==> config.mk <==
export PLATFORM = sky130hd
export DESIGN_NAME = sobel_window_ctrl
export DESIGN_NICKNAME = d
export VERILOG_FILES = /design/src/rtl/sobel_pkg.sv /design/src/rtl/sobel_window_regs.sv /design/src/rtl/sobel_window_ctrl.sv
export SDC_FILE = /design/constraint.sdc
export NUM_CORES = 1
export LEC_CHECK = 0
export BUFFER_PORTS_ARGS = -buffer_cell sky130_fd_sc_hd__buf_2
export CAP_MARGIN = 20
export CORE_MARGIN = 2
export CORE_UTILIZATION = 40
export CTS_CLUSTER_DIAMETER = 200
export CTS_CLUSTER_SIZE = 20
export DETAILED_ROUTE_END_ITERATION = 10
export GPL_ROUTABILITY_DRIVEN = 1
export PLACE_DENSITY = 0.67
export SYNTH_ARGS = -nofsm -noshare
export SYNTH_HDL_FRONTEND = slang
export SYNTH_SLANG_ARGS = --single-unit
export TNS_END_PERCENT = 50
==> constraint.sdc <==
create_clock -name clk -period 2.6 [get_ports clk]
set_input_delay 0.52 -clock clk [delete_from_list [all_inputs] [get_ports clk]]
set_output_delay 0.52 -clock clk [all_outputs]
set_load 0.01 [all_outputs]
==> src/rtl/sobel_pkg.sv <==
// Shared types and constants for the Sobel window controller.
// Window element (r,c) sits at slice idx(r,c); r=0 is the oldest row, c=0 the oldest column.
package sobel_pkg;

  typedef enum logic [1:0] {IDLE, FILL, RUN, DRAIN} state_t;

  localparam int DEF_DW = 8;
  localparam int WIN_N  = 9;

  function automatic int idx(input int r, input int c);
    return 3 * r + c;
  endfunction

endpackage

==> src/rtl/sobel_window_regs.sv <==
// 3x3 pixel window: three columns of three rows, shifted left on shift_en
// with the new column loaded on the right (c=2).
module sobel_window_regs
  import sobel_pkg::*;
#(
  parameter int DW = DEF_DW
) (
  input  logic                  clk,
  input  logic                  rst,
  input  logic                  shift_en,
  input  logic [2:0][DW-1:0]    col_in,
  output logic [WIN_N*DW-1:0]   win_o
);

  logic [2:0][2:0][DW-1:0] w;

  always_ff @(posedge clk or negedge rst) begin
    if (!rst) begin
      w <= '0;
    end else if (shift_en) begin
      for (int r = 0; r < 3; r++) begin
        w[r] <= {col_in[r], w[r][2], w[r][1]};
      end
    end
  end

  for (genvar r = 0; r < 3; r++) begin : g_row
    for (genvar c = 0; c < 3; c++) begin : g_col
      assign win_o[DW*idx(r, c) +: DW] = w[r][c];
    end
  end

endmodule

==> src/rtl/sobel_window_ctrl.sv <==
// Sequencing controller for the Sobel two-line buffer: accepts a raster stream,
// drives the line-buffer write, and emits interior 3x3 windows with valid/ready.
module sobel_window_ctrl
  import sobel_pkg::*;
#(
  parameter int IMG_W = 640,
  parameter int IMG_H = 480,
  parameter int DW    = DEF_DW
) (
  input  logic                clk,
  input  logic                rst,
  input  logic                start_i,
  input  logic                pix_valid_i,
  input  logic [DW-1:0]       pix_data_i,
  output logic                pix_ready_o,
  output logic                lb_we_o,
  output logic [DW-1:0]       lb_data_o,
  input  logic [DW-1:0]       lb_data0_i,
  input  logic [DW-1:0]       lb_data1_i,
  input  logic [DW-1:0]       lb_data2_i,
  output logic                win_valid_o,
  output logic [WIN_N*DW-1:0] win_o,
  input  logic                win_ready_i,
  output logic                busy_o,
  output logic                frame_done_o
);

  localparam int CW = $clog2(IMG_W);
  localparam int RW = $clog2(IMG_H);
  localparam logic [CW-1:0] COL_LAST = CW'(IMG_W - 1);
  localparam logic [RW-1:0] ROW_LAST = RW'(IMG_H - 1);

  state_t        state;
  logic [CW-1:0] col;
  logic [RW-1:0] row;
  logic          win_vld;
  logic          fdone;
  logic          accept;
  logic          row_end;
  logic          qual;

  assign pix_ready_o  = ((state == FILL) || (state == RUN)) && (!win_vld || win_ready_i);
  assign accept       = pix_valid_i && pix_ready_o;
  assign row_end      = (col == COL_LAST);
  // Columns 0/1 would straddle the row wrap, so only col>=2 yields a window.
  assign qual         = accept && (state == RUN) && (col >= CW'(2));

  assign lb_we_o      = accept;
  assign lb_data_o    = pix_data_i;
  assign win_valid_o  = win_vld;
  assign busy_o       = (state != IDLE);
  assign frame_done_o = fdone;

  always_ff @(posedge clk or negedge rst) begin
    if (!rst) begin
      state   <= IDLE;
      col     <= '0;
      row     <= '0;
      win_vld <= 1'b0;
      fdone   <= 1'b0;
    end else begin
      fdone <= 1'b0;
      if (accept) begin
        if (row_end) begin
          col <= '0;
          row <= (row == ROW_LAST) ? '0 : row + 1'b1;
        end else begin
          col <= col + 1'b1;
        end
      end
      if (qual)
        win_vld <= 1'b1;
      else if (win_ready_i)
        win_vld <= 1'b0;
      case (state)
        IDLE: begin
          // The frame_done cycle is already IDLE; start is deferred one cycle.
          if (start_i && !fdone) begin
            state <= FILL;
            col   <= '0;
            row   <= '0;
          end
        end
        FILL:  if (accept && row_end && (row == RW'(1))) state <= RUN;
        RUN:   if (accept && row_end && (row == ROW_LAST)) state <= DRAIN;
        DRAIN: begin
          if (!win_vld || win_ready_i) begin
            state <= IDLE;
            fdone <= 1'b1;
          end
        end
        default: state <= IDLE;
      endcase
    end
  end

  sobel_window_regs #(.DW(DW)) u_win (
    .clk      (clk),
    .rst      (rst),
    .shift_en (accept),
    .col_in   ({lb_data0_i, lb_data1_i, lb_data2_i}),
    .win_o    (win_o)
  );

endmodule

==> results of run 1 <==
stage by stage:
stage / hold slack [ns] / total power [W] / area (um^2)
final: 0.1473 / 0.006253 / 4918
after detailed placement: 0.4903 / 0.005294 / 4707
after global placement: 0.4851 / 0.005196 / 4707
after CTS: 0.1470 / 0.006359 / 4918
after global routing: 0.1596 / 0.006701 / 4918
after floorplan: 0.2244 / 0.004277 / 4055
worst register-to-register path: cells and delay by family (launching register included):
family,cells,cell delay (ns)
buffers and inverters,1,0.08
multiplexers,1,0.34
flip-flops,1,0.41
AND/OR/NAND/NOR,3,0.98
adder cells (fa/ha/maj),1,0.32
AO/OA/AOI/OAI,1,0.20
Yosys cell counts, types with 2 or more instances:
library cell,count,share of area
a211oi_1,2,0.0037
and3_1,3,0.0046
buf_2,3,0.0037
buf_4,8,0.015
buf_6,2,0.0056
clkbuf_1,6,0.0056
dfrtp_1,95,0.59
ha_1,8,0.025
inv_1,8,0.0074
mux2_2,72,0.20
nand2_1,7,0.0065
nand2b_1,2,0.0031
nand3_1,7,0.0086
nand4_1,4,0.0062
nor2_1,25,0.023
nor2b_1,3,0.0046
nor3_1,3,0.0037
nor4_1,6,0.0093
nor4_2,2,0.0062
xnor2_1,10,0.022
xor2_1,6,0.013
layout make-up:
cell class                      instances  area (um^2)
Sequential cell                        95         2377
Clock inverter                          6        83.83
Tap cell                              133        166.4
Multi-Input combinational cell        175         1535
Timing Repair Buffer                  111        598.1
Inverter                                8        30.03
Fill cell                             907         4901
Clock buffer                           10        127.6
power groups by stage:
stage / clock [W] / combinational, W / sequential, W
floorplan: 0 / 0.00146 / 0.00281
global route: 0.00115 / 0.00291 / 0.00264
detailed placement: 0 / 0.00272 / 0.00257
CTS: 0.00108 / 0.00273 / 0.00255
global placement: 0 / 0.00266 / 0.00254
finish: 0.00104 / 0.00267 / 0.00254
cells by family after synthesis:
group	Yosys count	share of synthesized area
DFF	95	0.5862
muxes	74	0.2052
and+or+nand+nor	70	0.09719
buffers and inverters	27	0.03702
xor gates and xnor gates	16	0.03456
adders and majority gates	8	0.02468
AOI/OAI and AO/OA	7	0.01512
final timing paths:
path,to,slack [ns],cells past startpoint
worst max-delay path,state[1]$_DFFE_PN0P_,0.17,7
worst min-delay path,u_win.win_o[17]$_DFFE_PN0N_,0.15,1
worst max register to register,state[1]$_DFFE_PN0P_,0.17,7
worst min register to register,u_win.win_o[31]$_DFFE_PN0N_,0.50,1
max in group asynchronous,u_win.win_o[66]$_DFFE_PN0N_,1.79,2
min in group clk,u_win.win_o[44]$_DFFE_PN0N_,0.39,2
registers in the layout, indices dropped and copies added, names as in the netlist:
signal / flops
u_win.win_o: 72
col: 10
row: 9
state: 2
frame_done_o: 1
win_valid_o: 1
metal layers:
metal / up-vias / share of wire / wire length (um) / global-route usage
li1: 1226 / - / - / -
met1: 1299 / 0.44 / 3292 / 0.1733
met2: 74 / 0.46 / 3453 / 0.2269
met3: 15 / 0.087 / 655 / 0.06800
met4: 0 / 0.014 / 105 / 0.05333
met5: - / 0 / 0 / 0
==> results.ini, run 1 <==
[detailed_routing]
drc=0
routedWlPerCell_um=13.95
drt_iter0_drc=56
post_drt_via_cell_ratio=4.859
detail-route-antenna-nets=0
drtPass1Iterations=4
drt_wl_total_um=7507
num_vias=2614

[synth]
synth_area_mm2=0.004055
synthFlopType=dfrtp_1
avgSynthCellArea_um2=13.65
synth_nets=342
async_flop_share=1.000
ys_seq_area_frac=0.5862
ys_ff_latch=95
yosysUniqueCellTypes=36
yosys_warnings=0
synth_edf_count=0
syn_inst=297

[finish]
final_common_cell=buf_2
area_delta_synth_final_pct=21.29
layout_common_cells=buf_2 (104), dfrtp_1 (95), mux2_2 (72)
final_util=0.5009
n_antenna_cell=0
finalNonFillerCells=538
finalNetCount=445
drive_gt1_frac=0.5136

[grt]
grt_pass1_vias=2720
grt.overflow.total=0
grt_usage=0.1444
grt_max_degree=56
antenna_found_initial=0
grt_pass1_wl_um=12810

[setup_path]
path_buf_inv=1
timing.rr.start=state[0]$_DFFE_PN0P_
worstPathMaxFanout=9
crit_arrival_ns=2.67
path_class=flip-flop to flip-flop
cp-start-kind=flip-flop
crit_slowest_cell=or3_4
path_cells=inv_1, ha_1, nand2_1, or3_4, nor4_4, a2bb2oi_2, mux2_1
cp-end-kind=flip-flop
crit_path_start=state[0]$_DFFE_PN0P_
slowest_delay_ns=0.48
path_delay_family=simple AND/OR/NAND/NOR gates
critPathRequiredTime_ns=2.84

[clocking]
cts_buffers=9
clk_latency_ns=0.35
cts_tree=yes
cts_setup_buffers=0
clk_pin_slew_worst_paths_ns=0.09
clock_path_buffers=2
cts-resized-gates=0
cts.sinks=95
ctsHoldBuffers=0
cts.htree.levels=3
cts-root-buf=clkbuf_8

[power_and_ir_drop]
p_leak_nw=2.285
p_switching_w=0.002134
pwr-share-comb=0.428
p_seq_frac=0.407
pwr-share-clk=0.166
p_int_w=0.004119
vdd_drop_max_v=0.0006730
p_sw_frac=0.3413
powerDensity_mw_per_mm2=1271

[place]
post-place-ws_ns=0.1812
place_congestion=0.8155
dpl.cell_count=522
post-dp-hpwl_um=5270
io_buffers=105

[floorplan]
initial_core_util=0.4130
die_h_um=104.7
floorplan.rows=36
die_x_um=104.7
pin_count=122
die-area_mm2=0.01096
core-area_mm2=0.009819

[timing]
slew_headroom=0.6491
hold_viol_final=0
fin_crit_sh=0.9361
timing.fmax_mhz=410.9
tightest_slew_ns=0.5190
fin_crit_ns=2.434
finClkSkew_ns=0.006507
fin_setup_tns_ns=0
rsz0062_at_grt=no
slew_violations=0
finalSetupViolCount=0
setup_slack_ns=0.1662

[status]
status=completed

[job]
cap_violations=0

[min_path]
min_path_type=input pin to async pin

Note: power is estimated with default switching activity, not from simulation.
==> run 2: changes to the inputs <==
--- a/config.mk
+++ b/config.mk
@@ -13,7 +13,7 @@
 export CTS_CLUSTER_SIZE = 20
 export DETAILED_ROUTE_END_ITERATION = 10
 export GPL_ROUTABILITY_DRIVEN = 1
-export PLACE_DENSITY = 0.67
+export PLACE_DENSITY = 0.69
 export SYNTH_ARGS = -nofsm -noshare
 export SYNTH_HDL_FRONTEND = slang
 export SYNTH_SLANG_ARGS = --single-unit
==> constraint.sdc (replaced) <==
create_clock -name clk -period 2.1 [get_ports clk]
set_input_delay 0.42 -clock clk [delete_from_list [all_inputs] [get_ports clk]]
set_output_delay 0.42 -clock clk [all_outputs]
set_load 0.01 [all_outputs]
==> run 2 against run 1 <==
Against the previous run: critical path depth unchanged; worst setup slack got worse by 0.083 ns; non-clock buffer count is 14 higher; final cell count up 2.6%; die area unchanged; count of clock-buffer cells in the layout grew 1; register-to-register slack worse by 0.07 ns; via count grew 2.0%; sequential share of layout area is 1.4 points lower; clock power is 5% higher; total power increased by 25%; global-route usage up 0.76 points.
==> results.ini, run 2 (synthesis results as in run 1) <==
[clocking]
cts-root-buf=clkbuf_8
cts.htree.levels=3  ; unchanged
clk_latency_ns=0.35  ; about the same
clock_path_buffers=2  ; unchanged
cts_buffers=9  ; unchanged
clk_pin_slew_worst_paths_ns=0.10  ; about the same
cts.sinks=95  ; unchanged
cts_tree=yes

[detailed_routing]
drc=0  ; unchanged
routedWlPerCell_um=14.38  ; +3.1%
drt_wl_total_um=7940  ; +5.8%
post_drt_via_cell_ratio=4.832  ; -0.56%
drt_iter0_drc=42  ; -25%
drtPass1Iterations=4  ; unchanged
num_vias=2667  ; +2.0%
detail-route-antenna-nets=0  ; unchanged

[floorplan]
pin_count=122  ; unchanged
floorplan.rows=36  ; unchanged
initial_core_util=0.4130  ; unchanged
die_h_um=104.7  ; unchanged
die_x_um=104.7  ; unchanged
core-area_mm2=0.009819  ; unchanged
die-area_mm2=0.01096  ; unchanged

[finish]
postLayoutCellArea_mm2=0.005061  ; +2.9%
layout_common_cells=buf_2 (103), dfrtp_1 (95), mux2_2 (72)
finalNetCount=459  ; +3.1%
final_common_cell=buf_2
drive_gt1_frac=0.5418  ; +0.02819
area_delta_synth_final_pct=24.81
largest_reg_flops=72  ; unchanged
n_antenna_cell=0  ; unchanged
fillers=912  ; +0.55%

[timing]
slew_headroom=0.7520  ; +0.1029
fin_crit_sh=0.9601
slew_violations=0  ; unchanged
hold_viol_final=0  ; unchanged
rsz0062_at_grt=no
setup_slack_ns=0.08373  ; -0.08252 ns
fin_crit_ns=2.016
tightest_slew_ns=0.3720  ; -0.1470 ns
timing.fmax_mhz=496.0
fin_setup_tns_ns=0  ; unchanged
finClkSkew_ns=0.01107  ; +0.004560 ns
finalSetupViolCount=0  ; unchanged

[place]
io_buffers=105  ; unchanged
place_congestion=0.7996  ; -1.9%
post-place-ws_ns=0.05456  ; -0.1266 ns
post-dp-hpwl_um=5419  ; +2.8%
place_area_mm2=0.004787  ; +1.7%

[setup_path]
crit_arrival_ns=1.60  ; -1.07 ns
worstPathMaxFanout=4  ; -5
slowest_delay_ns=0.38  ; -0.10 ns
path_cells=inv_2, ha_4, nand2_2, buf_4, nor2_4, buf_12, buf_6
path_class=flip-flop to primary output
cp-end-kind=primary output
cp-start-kind=flip-flop
critPathRequiredTime_ns=1.68  ; -1.16 ns
crit_slowest_cell=dfrtp_1

[job]
cap_violations=0  ; unchanged

[power_and_ir_drop]
p_leak_nw=2.342  ; +2.5%
fin_total_pwr_w=0.007840  ; +25%
powerDensity_mw_per_mm2=1549  ; +22%
vdd_drop_max_v=0.0006618  ; -1.7%

[grt]
grt_pass1_vias=2768  ; +1.8%
antenna_found_initial=0  ; unchanged
grt_usage=0.1519  ; +0.007574
grt_max_degree=53  ; -5.4%
grt.overflow.total=0  ; unchanged
grt_pass1_wl_um=13450  ; +5.0%

[status]
status=completed

[min_path]
min_path_type=input pin to flip-flop

## run 2: cell types whose count changed in the layout (fill, tap and decap cells not counted), moves of 2 or more
cell        previous run  this run
ha_1                   8         6
bufinv_16              2         0
inv_2                  0         2
clkinv_2               3         0
buf_4                  5        16
clkinvlp_4             0         2
clkinv_4               0         2
inv_1                  8         6
## run 2: worst max-delay path, delay by kind of cell (launching register included)
family                   cells  cell delay, ns
buffers and inverters        4            0.42
AND/OR/NAND/NOR              2            0.17
adder cells (fa/ha/maj)      1            0.27
flip-flops                   1            0.38
## run 2: path summary, 6_finish.rpt
kind	endpoint	from	slack, ns	cells past startpoint
setup / recovery	lb_we_o	state[1]$_DFFE_PN0P_	0.08	7
hold / removal	u_win.win_o[17]$_DFFE_PN0N_	lb_data2_i[1]	0.29	2
setup reg to reg	state[1]$_DFFE_PN0P_	row[1]$_DFF_PN0_	0.10	6
hold reg to reg	u_win.win_o[50]$_DFFE_PN0N_	u_win.win_o[50]$_DFFE_PN0N_	0.51	1
max in group asynchronous	u_win.win_o[23]$_DFFE_PN0N_	rst	1.01	3
min in group asynchronous	u_win.win_o[1]$_DFFE_PN0N_	rst	0.45	2
## run 2: metal layers
| metal | wire length, um | share of wire | track usage | vias to the layer above |
|---|---|---|---|---|
| met5 | 0 | 0 | 0 | - |
| met4 | 97 | 0.012 | 0.06476 | 0 |
| met3 | 655 | 0.082 | 0.04679 | 14 |
| met2 | 3624 | 0.46 | 0.2320 | 90 |
| met1 | 3564 | 0.45 | 0.2008 | 1304 |
| li1 | - | - | - | 1259 |
## run 2: power breakdown
part | leakage [nW] | switching, W | total, W | internal, W
clock | 0.0817 | 0.000644 | 0.00109 | 0.000444
sequential | 1.16 | 0.000512 | 0.00316 | 0.00265
combinational | 1.10 | 0.00160 | 0.00359 | 0.00199
## run 2: timing repair
action	in CTS	in global routing
buffers inserted	4	1
gates resized for setup	0	4
pin swaps	1	1
hold buffers	1	0
cloned	1	0
setup endpoints to repair	1	2
endpoints found under the hold margin	14	0
## run 2: layout make-up
class	instances	area (um^2)	share of cell area
multi-input cells	175	1563	0.3088
flip-flops and latches	95	2377	0.4697
repair buffers	125	749.5	0.1481
well taps	133	166.4	0.03288
clock inverters	5	43.79	0.008653
inverters	8	30.03	0.005933
clock buffers	11	131.4	0.02596
## run 2: stage by stage
step           hold slack [ns]    util  instances
2_1_floorplan           0.1244       -        297
3_3_place_gp            0.2933  0.4875        529
3_5_place_dp            0.2968  0.4875        529
4_1_cts                 0.2657  0.5127        551
5_1_grt                 0.2642  0.5154        552
6_report                0.2877  0.5154        552
